## src/rtl/dmx_tx.sv

```systemverilog
// DMX512 frame transmitter: BREAK, mark-after-break, then start code plus
// NUM_SLOTS data slots fetched one at a time from an external universe buffer.
module dmx_tx #(
  parameter int BIT_CYCLES = 200,
  parameter int BREAK_BITS = 23,
  parameter int MAB_BITS   = 3,
  parameter int NUM_SLOTS  = 512
) (
  input  logic       clk,
  input  logic       reset,
  input  logic       enable,
  output logic [9:0] rd_addr,
  input  logic [7:0] rd_data,
  output logic       tx,
  output logic       tx_en,
  output logic       busy,
  output logic       frame_done
);

  localparam int MAX_BITS = (BREAK_BITS > MAB_BITS) ? ((BREAK_BITS > 11) ? BREAK_BITS : 11)
                                                    : ((MAB_BITS > 11) ? MAB_BITS : 11);
  localparam int BIT_W = $clog2(MAX_BITS + 1);

  localparam logic [11:0]      CYC_LAST  = 12'(BIT_CYCLES - 1);
  localparam logic [BIT_W-1:0] BRK_LAST  = BIT_W'(BREAK_BITS - 1);
  localparam logic [BIT_W-1:0] MAB_LAST  = BIT_W'(MAB_BITS - 1);
  localparam logic [BIT_W-1:0] SLOT_LAST = BIT_W'(10);
  localparam logic [BIT_W-1:0] BIT_ZERO  = BIT_W'(0);
  localparam logic [BIT_W-1:0] BIT_ONE   = BIT_W'(1);
  localparam logic [9:0]       SLOT_MAX  = 10'(NUM_SLOTS);

  typedef enum logic [2:0] {
    S_IDLE  = 3'd0,
    S_BREAK = 3'd1,
    S_MAB   = 3'd2,
    S_LOAD  = 3'd3,
    S_SLOT  = 3'd4
  } state_t;

  state_t           state_r;
  logic [11:0]      cyc_r;
  logic [BIT_W-1:0] bit_r;
  logic [9:0]       slot_r;
  logic [10:0]      shift_r;
  logic [9:0]       rd_addr_r;
  logic             tx_r;
  logic             tx_en_r;
  logic             busy_r;
  logic             frame_done_r;
  logic             started_r;
  logic             cyc_end_s;
  logic             go_s;

  assign cyc_end_s = (cyc_r == CYC_LAST);
  // started_r delays the first BREAK after reset; frame_done_r forces one idle gap cycle
  assign go_s      = enable & started_r & ~frame_done_r;

  assign rd_addr    = rd_addr_r;
  assign tx         = tx_r;
  assign tx_en      = tx_en_r;
  assign busy       = busy_r;
  assign frame_done = frame_done_r;

  // Frame sequencer; line outputs are registered alongside each state change
  always_ff @(posedge clk or negedge reset) begin
    if (!reset) begin
      state_r      <= S_IDLE;
      cyc_r        <= 12'd0;
      bit_r        <= BIT_ZERO;
      slot_r       <= 10'd0;
      shift_r      <= 11'h7FF;
      rd_addr_r    <= 10'd0;
      tx_r         <= 1'b1;
      tx_en_r      <= 1'b0;
      busy_r       <= 1'b0;
      frame_done_r <= 1'b0;
      started_r    <= 1'b0;
    end else begin
      started_r    <= 1'b1;
      frame_done_r <= 1'b0;
      case (state_r)
        S_IDLE: begin
          cyc_r     <= 12'd0;
          bit_r     <= BIT_ZERO;
          slot_r    <= 10'd0;
          rd_addr_r <= 10'd0;
          if (go_s) begin
            state_r <= S_BREAK;
            tx_r    <= 1'b0;
            tx_en_r <= 1'b1;
            busy_r  <= 1'b1;
          end else begin
            tx_r    <= 1'b1;
            tx_en_r <= 1'b0;
            busy_r  <= 1'b0;
          end
        end
        S_BREAK: begin
          if (cyc_end_s) begin
            cyc_r <= 12'd0;
            if (bit_r == BRK_LAST) begin
              bit_r   <= BIT_ZERO;
              state_r <= S_MAB;
              tx_r    <= 1'b1;
            end else begin
              bit_r <= bit_r + BIT_ONE;
            end
          end else begin
            cyc_r <= cyc_r + 12'd1;
          end
        end
        S_MAB: begin
          if (cyc_end_s) begin
            cyc_r <= 12'd0;
            if (bit_r == MAB_LAST) begin
              bit_r     <= BIT_ZERO;
              slot_r    <= 10'd0;
              rd_addr_r <= 10'd0;
              state_r   <= S_LOAD;
            end else begin
              bit_r <= bit_r + BIT_ONE;
            end
          end else begin
            cyc_r <= cyc_r + 12'd1;
          end
        end
        S_LOAD: begin
          // rd_data is valid in the second cycle, one clock after rd_addr settled
          if (cyc_r == 12'd0) begin
            cyc_r <= 12'd1;
          end else begin
            cyc_r   <= 12'd0;
            bit_r   <= BIT_ZERO;
            shift_r <= {2'b11, rd_data, 1'b0};
            tx_r    <= 1'b0;
            state_r <= S_SLOT;
          end
        end
        S_SLOT: begin
          if (cyc_end_s) begin
            cyc_r <= 12'd0;
            if (bit_r == SLOT_LAST) begin
              bit_r <= BIT_ZERO;
              tx_r  <= 1'b1;
              if (slot_r == SLOT_MAX) begin
                state_r      <= S_IDLE;
                slot_r       <= 10'd0;
                rd_addr_r    <= 10'd0;
                tx_en_r      <= 1'b0;
                busy_r       <= 1'b0;
                frame_done_r <= 1'b1;
              end else begin
                slot_r    <= slot_r + 10'd1;
                rd_addr_r <= slot_r + 10'd1;
                state_r   <= S_LOAD;
              end
            end else begin
              bit_r   <= bit_r + BIT_ONE;
              shift_r <= {1'b1, shift_r[10:1]};
              tx_r    <= shift_r[1];
            end
          end else begin
            cyc_r <= cyc_r + 12'd1;
          end
        end
        default: begin
          state_r   <= S_IDLE;
          cyc_r     <= 12'd0;
          bit_r     <= BIT_ZERO;
          slot_r    <= 10'd0;
          rd_addr_r <= 10'd0;
          tx_r      <= 1'b1;
          tx_en_r   <= 1'b0;
          busy_r    <= 1'b0;
        end
      endcase
    end
  end

endmodule

```

## config.mk

```make
export PLATFORM = sky130hd
export DESIGN_NAME = dmx_tx
export DESIGN_NICKNAME = d
export VERILOG_FILES = /design/src/rtl/dmx_tx.sv
export SDC_FILE = /design/constraint.sdc
export NUM_CORES = 1
export LEC_CHECK = 0
export CORE_MARGIN = 2
export CORE_UTILIZATION = 30
export DETAILED_ROUTE_END_ITERATION = 8
export PLACE_DENSITY = 0.53
export SYNTH_ARGS = -nofsm -noshare
export SYNTH_HDL_FRONTEND = slang
export SYNTH_SLANG_ARGS = --single-unit
```

## constraint.sdc

```tcl
create_clock -name clk -period 2.4 [get_ports clk]
set_input_delay 0.72 -clock clk [delete_from_list [all_inputs] [get_ports clk]]
set_output_delay 0.72 -clock clk [all_outputs]
set_load 0.01 [all_outputs]
```

==> results by group <==
Run status
  – Outcome: finished clean

Clocking
  – Clock Latency Late Sink: 0.31 ns
  – Post-CTS Hold Buffers: 0
  – CTS sink count: 42
  – CTS buffer count: 5
  – Post-CTS Resized: 0
  – Root Buffer: clkbuf_8
  – Clock transition at the registers of the reported paths: 0.10 ns
  – H-tree level count: 2
  – CTS tree: done
  – # Post-CTS Setup Buffers: 0
  – CTS Buffer Depth: 2

Power and ir drop
  – Int Pwr: 0.0009369 W
  – Comb pwr share: 0.032
  – Sw power: 0.0002987 W
  – Clock power share: 0.395
  – Switching part of the total: 0.2417
  – Flop pwr share: 0.574
  – Peak VDD IR: 0.1763 mV
  – Pleak: 1.294 nW
  – Power Dens Cells: 418.8 mW/mm2

Finish
  – Antenna fix cells: 0
  – Layout Cells excl Fill: 385
  – Layout cells sized above 1: 0.1679
  – Fin nets: 296
  – Area delta synth->final: 18.85%
  – Final core occ: 0.3627

Critical path
  – CP peak stage delay: 0.49 ns
  – Reg2Reg Depth: 7
  – Flop2flop setup slack: 0.19 ns
  – Worst EP required: 2.60 ns
  – R2r endpoint: rd_addr[8]
  – Worst setup EP type: flop
  – Slowest CP cell: or3b_2
  – CP startpoint kind: flop
  – CP Class: reg2reg
  – Crit-path cells: inv_1 -> ha_1 -> or3b_2 -> nor4_4 -> o21ai_2 -> a221o_1 -> and2_1
  – WP data arrival: 2.41 ns
  – FF-to-FF Start: bit_r[0]
  – Critical Path Fanout Max: 6

Yosys
  – Post-synth EDFFs: 0
  – Post-synth top cells: dfrtp_1, nor2_1, o21ai_0
  – Cells after Synth: 253
  – Yosys top cell area share: 0.3327
  – Net Count, Synth: 270
  – Synth Register Bits: 42
  – Post-synthesis cell type count: 62
  – Async set-reset flop share out of synthesis: 1.000
  – Most common cell in the synthesized netlist: dfrtp_1
  – Post-synthesis sequential area ratio: 0.4279
  – Cell Area, Synth: 0.002482 mm2
  – Top post-synthesis cells by area: dfrtp_1, dfstp_2, o21ai_0
  – Top FF cell, synth: dfrtp_1
  – YS warnings: 0
  – Area leader, netlist: dfrtp_1
  – Syn Area/Cell: 9.812 um2

Timing
  – Max Freq: 451.7 MHz
  – Post-route minimum period: 2.214 ns
  – Final period util: 0.9225
  – Number of setup violations in the final report: 0
  – RSZ-0062 raised after global routing: no
  – Fin. Hold Viols: 0
  – Max-slew headroom: 0.6163
  – Slew @ Worst Pin: 0.5678 ns
  – Fin Clk Skew: 0.01005 ns
  – Max Slew Vio Count: 0
  – Setup TNS: 0 ns

Floorplan
  – FP Rows: 33
  – Initial Util: 0.3052
  – Core region area: 0.008134 mm2
  – Die Span X: 94.97 um
  – Die height: 94.97 um
  – Die area: 0.009018 mm2
  – Io pins: 25

GRT
  – First-pass GRT wire length: 9363 um
  – Initial antenna violation count: 0
  – Largest net degree at the start of global routing: 43
  – Total grt overflow: 0
  – Total track usage: 0.1332
  – Vias in the first global route: 1895

Place
  – Routability congestion estimate: 0.8010
  – Post-DP HPWL: 3909 um
  – Placed insts: 377
  – IO buf count: 24

Drt
  – Wl on met1: 2555 um
  – Number of remaining DRC errors: 0
  – WL met3: 183 um
  – Final WL: 5411 um
  – Total number of vias: 1904
  – Met2 wire len: 2634 um
  – Initial DRT Pass Iterations: 4
  – 1st-iter DRT viols: 95
  – Top sig layer: met4
  – Final ANT Viol Nets: 0
  – Routed wire per std cell: 14.05 um
  – Via-to-Cell Ratio: 4.945

Flow run
  – Max_cap viols: 0

Min path
  – HP Class: in2async
kinds of logic after synthesis:
family	Yosys count	synth area share
buf+inv	24	0.04284
other cells	1	0.001511
flops	42	0.4279
xor+xnor	11	0.03881
fa+ha+maj	6	0.03024
simple gates	105	0.2591
mux	13	0.05494
compound gates	51	0.1447
power groups by stage:
stage	clock, W	combinational (W)	sequential [W]
6_report	0.000488	0.0000391	0.000709
5_1_grt	0.000537	0.0000448	0.000709
4_1_cts	0.000506	0.0000412	0.000709
3_5_place_dp	0	0.0000410	0.000722
3_3_place_gp	0	0.0000412	0.000722
2_1_floorplan	0	0.00000536	0.000722
routing by layer:
metal | vias to the layer above | GRT usage
met3 | 4 | 0.03352
met4 | 0 | 0.03623
met5 | - | 0
li1 | 956 | -
met1 | 918 | 0.1803
met2 | 26 | 0.2116
layout make-up:
cell class | instances | area, um2
Clock buffer | 5 | 68.82
Clock inverter | 3 | 23.77
Fill cell | 836 | 5184
Inverter | 12 | 45.04
Multi-Input combinational cell | 187 | 1319
Sequential cell | 42 | 1062
Tap cell | 105 | 131.4
Timing Repair Buffer | 31 | 300.3
worst max-delay path, delay by kind of cell, from the launching register on:
kind | cells | cell delay, ns
DFF | 1 | 0.40
adders and majority gates | 1 | 0.21
AOI/OAI and AO/OA | 2 | 0.52
and+or+nand+nor | 3 | 0.89
buffers and inverters | 1 | 0.09
state kept, by name, summed over array words and instances, names as in the netlist:
signal,flops
rd_addr,10
started_r,1
shift_r,8
busy,1
state_r,3
tx,1
cyc_r,12
bit_r,5
frame_done,1
cells in the final DEF, fill, tap and decap left out, types with 3 or more instances in the layout:
cell,n
nor2_1,20
xor2_1,6
o21ai_0,20
dfrtp_1,33
nor3b_1,4
mux2i_1,8
clkbuf_8,5
or3_1,3
and3_1,8
nand2_1,16
and2_1,8
dfstp_2,9
a21oi_1,6
o22a_1,4
buf_4,6
clkdlybuf4s50_1,23
ha_1,6
nand3_1,18
inv_1,12
mux2_2,5
xnor2_1,5
worst max path at each step:
stage / cells after the start / end / start
finish: 7 / rd_addr[8] / bit_r[0]
floorplan: 7 / state_r[0] / bit_r[0]
global route: 7 / state_r[2] / bit_r[0]
CTS: 7 / rd_addr[8] / bit_r[0]
detailed placement: 7 / rd_addr[2] / bit_r[0]
global placement: 7 / rd_addr[2] / bit_r[0]
metrics by stage:
step                setup slack (ns)  total power (W)  hold slack [ns]  cell area (um2)
global route                0.007817         0.001291           0.3825             2950
global placement              0.2073        0.0007635           0.4646             2858
floorplan                     0.3859        0.0007278           0.4244             2482
finish                        0.1859         0.001236           0.3775             2950
detailed placement            0.1802        0.0007633           0.4729             2858
CTS                           0.1682         0.001256           0.3808             2950
No activity file was read; power rests on OpenSTA's default activity.
==> patch 1 (config.mk and constraints unchanged) <==
Encoding of `state_t`: now one-hot (5 bits for 5 states).
--- a/src/rtl/dmx_tx.sv
+++ b/src/rtl/dmx_tx.sv
@@ -29,12 +29,12 @@
   localparam logic [BIT_W-1:0] BIT_ONE   = BIT_W'(1);
   localparam logic [9:0]       SLOT_MAX  = 10'(NUM_SLOTS);
 
-  typedef enum logic [2:0] {
-    S_IDLE  = 3'd0,
-    S_BREAK = 3'd1,
-    S_MAB   = 3'd2,
-    S_LOAD  = 3'd3,
-    S_SLOT  = 3'd4
+  typedef enum logic [4:0] {
+    S_IDLE  = 5'b00001,
+    S_BREAK = 5'b00010,
+    S_MAB   = 5'b00100,
+    S_LOAD  = 5'b01000,
+    S_SLOT  = 5'b10000
   } state_t;
 
   state_t           state_r;
Formal check against the unedited RTL: same outputs for any inputs over 10 cycles, from zero or initial values and one cycle with reset low; not proved beyond that.
==> patch 1 against the unedited design <==
- design area increased by 2.7%
- sequential share of layout area increased by 0.74 points
- global-route usage decreased by 1.4 points
- wire length increased by 2.6%
- utilization increased by 0.24 points
- sequential cell count increased by 2
- synthesized area increased by 4.6%
- largest power group unchanged
- non-clock buffer count decreased by 2
- worst setup slack improved by 62 ps
- power increased by 6.1%
==> patch 1: results <==
[grt]
grt_pass1_wl_mm = 9.34
grt_max_degree = 25
antenna_found_initial = 0
grt_usage_pct = 11.9
grt_pass1_vias = 1875

[sta]
fin_skew_ps = 7.79
final_max_slew_viol_count = 0
hold_violations = 0
tightest_slew_ps = 614
fin_crit_ps = 2150

[min_path]
hold_class = "in -> async"

[logic_synthesis]
yosys_most_used_dff = "dfrtp_1"
synth_fa_ha_area_share_pct = 2.89
post_synth_xor_area_fraction_pct = 4.39
ys_types = 62
async_reset_ff_share_pct = 100
seq_area_frac_synth_pct = 42.9
synth_nets = 280
muxShareOfSynthArea_pct = 6.07
synth_compound_area_share_pct = 16.6
synth_commonest_cells = "dfrtp_1, nor2_1, nand3_1"
yosys_warnings = 0
synth_area_leaders = "dfrtp_1, dfstp_2, mux2_2"

[power_and_ir_drop]
p_comb_w = 0.0000395
sequentialPowerShare_pct = 56.6
vdd_drop_max_uv = 186
p_leak_nw = 1.17
p_int_w = 0.00103

[critical_path]
criticalPathCategory = "reg -> reg"
cp.arrival_ps = 2330
crit_path_top_delay_cell = "a21oi_2"
r2r_cells = 6
path_max_fanout = 13
slowest_delay_ps = 520
reg2reg_from = "cyc_r[0]"
crit_family = "simple AND/OR/NAND/NOR gates"
endpoint = "rd_addr[8]"

[clocking]
ctsResizeCount = 0
cts_setup_buffers = 0
clkTransAtPathRegs_ps = 90
clock_path_buffers = 2
insertion_delay_ps = 300
cts_max_level = 2
cts_buffers = 5
cts_root_buf = "clkbuf_8"

[detailed_routing]
vias = 1971
drt_first_pass_iters = 4
drt_wl_total_mm = 5.55
first_iter_violations = 102

[layout]
drive_above_1_share_pct = 20.4
num-fill-cells = 835
largest_register_ffs = 12
antenna_cells = 0
largest_register = "cyc_r"
final_nets = 301

[place]
place.gp.congestion = 0.763
hpwl_mm = 3.97
port_buffers = 24

[outcome]
run_status = "finished, final reports clean"
patch 1: cell type report:
class	instances	share of cell area, %
tap	105	4.34
sequential	44	36.7
clock inverter	2	0.413
clock buffer	6	3.10
timing repair buffer	29	9.41
multi-input combinational	194	44.8
inverter	10	1.24
patch 1: layer usage:
layer | vias to the layer above | routed length [µm] | global-route usage, % | share of wire [%]
met3 | 4 | 160 | 2.38 | 2.9
met1 | 942 | 2850 | 17.2 | 51
met2 | 31 | 2490 | 17.7 | 45
li1 | 994 | - | - | -
met5 | - | 0 | 0 | 0
met4 | 0 | 58 | 3.90 | 1.0
patch 1: stage by stage:
stage	hold WS, ps	instances	power (W)	area, µm²	utilization, %
floorplan	424	263	0.000763	2600	-
global placement	493	382	0.000798	2920	35.2
detailed placement	487	382	0.000798	2920	35.2
CTS	396	390	0.00134	3030	36.5
global route	405	390	0.00137	3030	36.5
finish	378	390	0.00131	3030	36.5
==> patch 2 (same flow settings) <==
Without the edit above. The parameter `MAB_BITS` goes from 3 to 4.
--- a/src/rtl/dmx_tx.sv
+++ b/src/rtl/dmx_tx.sv
@@ -3,7 +3,7 @@
 module dmx_tx #(
   parameter int BIT_CYCLES = 200,
   parameter int BREAK_BITS = 23,
-  parameter int MAB_BITS   = 3,
+  parameter int MAB_BITS   = 4,
   parameter int NUM_SLOTS  = 512
 ) (
   input  logic       clk,
Check against the original RTL: same outputs for any inputs over 10 cycles, from zero or initial values and one cycle with reset low; that may be too few to reach the edited logic, so the function may still have changed.
==> patch 2 against the unedited design <==
- wire length up 17%
- sequential share of layout area down 2.5 points
- sequential cell count unchanged
- sequential power about the same
- count of clock-buffer cells in the layout unchanged
- synthesized area up 1.7%
- first-iteration DRC count up 3.2%
- design area up 7.5%
- worst setup slack worse by 8.9 ps
- power about the same
- critical endpoint is now busy
- largest power group unchanged
==> patch 2: results <==
[outcome]
run_status = "finished, final reports clean"

[detailed_routing]
wl_met2_mm = 3.13
vias = 2214
wl_met1_mm = 2.91
wl_met3_um = 213
first_iter_violations = 98
wire_per_inst_um = 14.8
drt_first_pass_iters = 4
via_per_inst = 5.19

[layout]
drive_above_1_share_pct = 21.1
final_nets = 338
largest_register = "cyc_r"
largest_register_ffs = 12

[place]
hpwl_mm = 4.52
place.gp.congestion = 0.815
place_area_mm2 = 0.00304
dp_cells = 416
place_ws_ps = -21.8

[clocking]
cts_setup_buffers = 0
cts_max_level = 2
ctsResizeCount = 1
clock_path_buffers = 2
cts_buffers = 5
clkTransAtPathRegs_ps = 90

[sta]
fin_skew_ps = 12.0
fin_crit_sh_pct = 92.6
whs_ps = 378
tightest_slew_ps = 590

[logic_synthesis]
yosys_warnings = 0
synth_area_leaders = "dfrtp_1, dfstp_2, nand2_1"
avgSynthCellArea_um2 = 9.18
seq_area_frac_synth_pct = 42.1
post_synth_xor_area_fraction_pct = 3.82
synth_commonest_cells = "dfrtp_1, nand2_1, nor2_1"
synth_fa_ha_area_share_pct = 2.97
yosys_most_used_dff = "dfrtp_1"
muxShareOfSynthArea_pct = 0.793
synth_nets = 292
synth_compound_area_share_pct = 21.5
ys_types = 59

[power_and_ir_drop]
p_comb_w = 0.0000434
pg_clk_w = 0.000480
p_leak_nw = 1.31
power_w = 0.00123
swShare_pct = 24.2
vdd_drop_max_uv = 230

[critical_path]
regToRegSetupSlack_ps = 180
path_max_fanout = 8
cp.arrival_ps = 2450

[grt]
grt_pass1_wl_mm = 10.8
antenna_found_initial = 0
grt_max_degree = 24
grt_usage_pct = 15.1

[min_path]
hold_class = "in -> async"
[patch 2: cell type report]
cell class	count	area, µm²
Fill cell	831	5000
Multi-Input combinational cell	207	1360
Sequential cell	42	1060
Timing Repair Buffer	55	493
Tap cell	105	131
Clock buffer	5	68.8
Inverter	10	37.5
Clock inverter	3	21.3
[patch 2: worst paths after layout]
check / from / to / cells after the start
setup reg to reg: cyc_r[5] / busy / 6
setup / recovery: cyc_r[5] / busy / 6
hold reg to reg: shift_r[4] / shift_r[3] / 2
min in group clk: shift_r[4] / shift_r[3] / 2
hold / removal: reset / cyc_r[2] / 1
max in group asynchronous: reset / shift_r[7] / 2
[patch 2: critical path: stages, from the launching register on]
cell	delay, ps
dfrtp_1	400
or4_4	610
o311a_4	420
a2111oi_4	300
buf_4	210
nor2_1	50
a31oi_1	150
[patch 2: layer usage]
metal	up-vias	GRT usage (%)
li1	1094	-
met4	0	4.05
met2	47	26.3
met3	6	3.13
met1	1067	18.9
met5	-	0
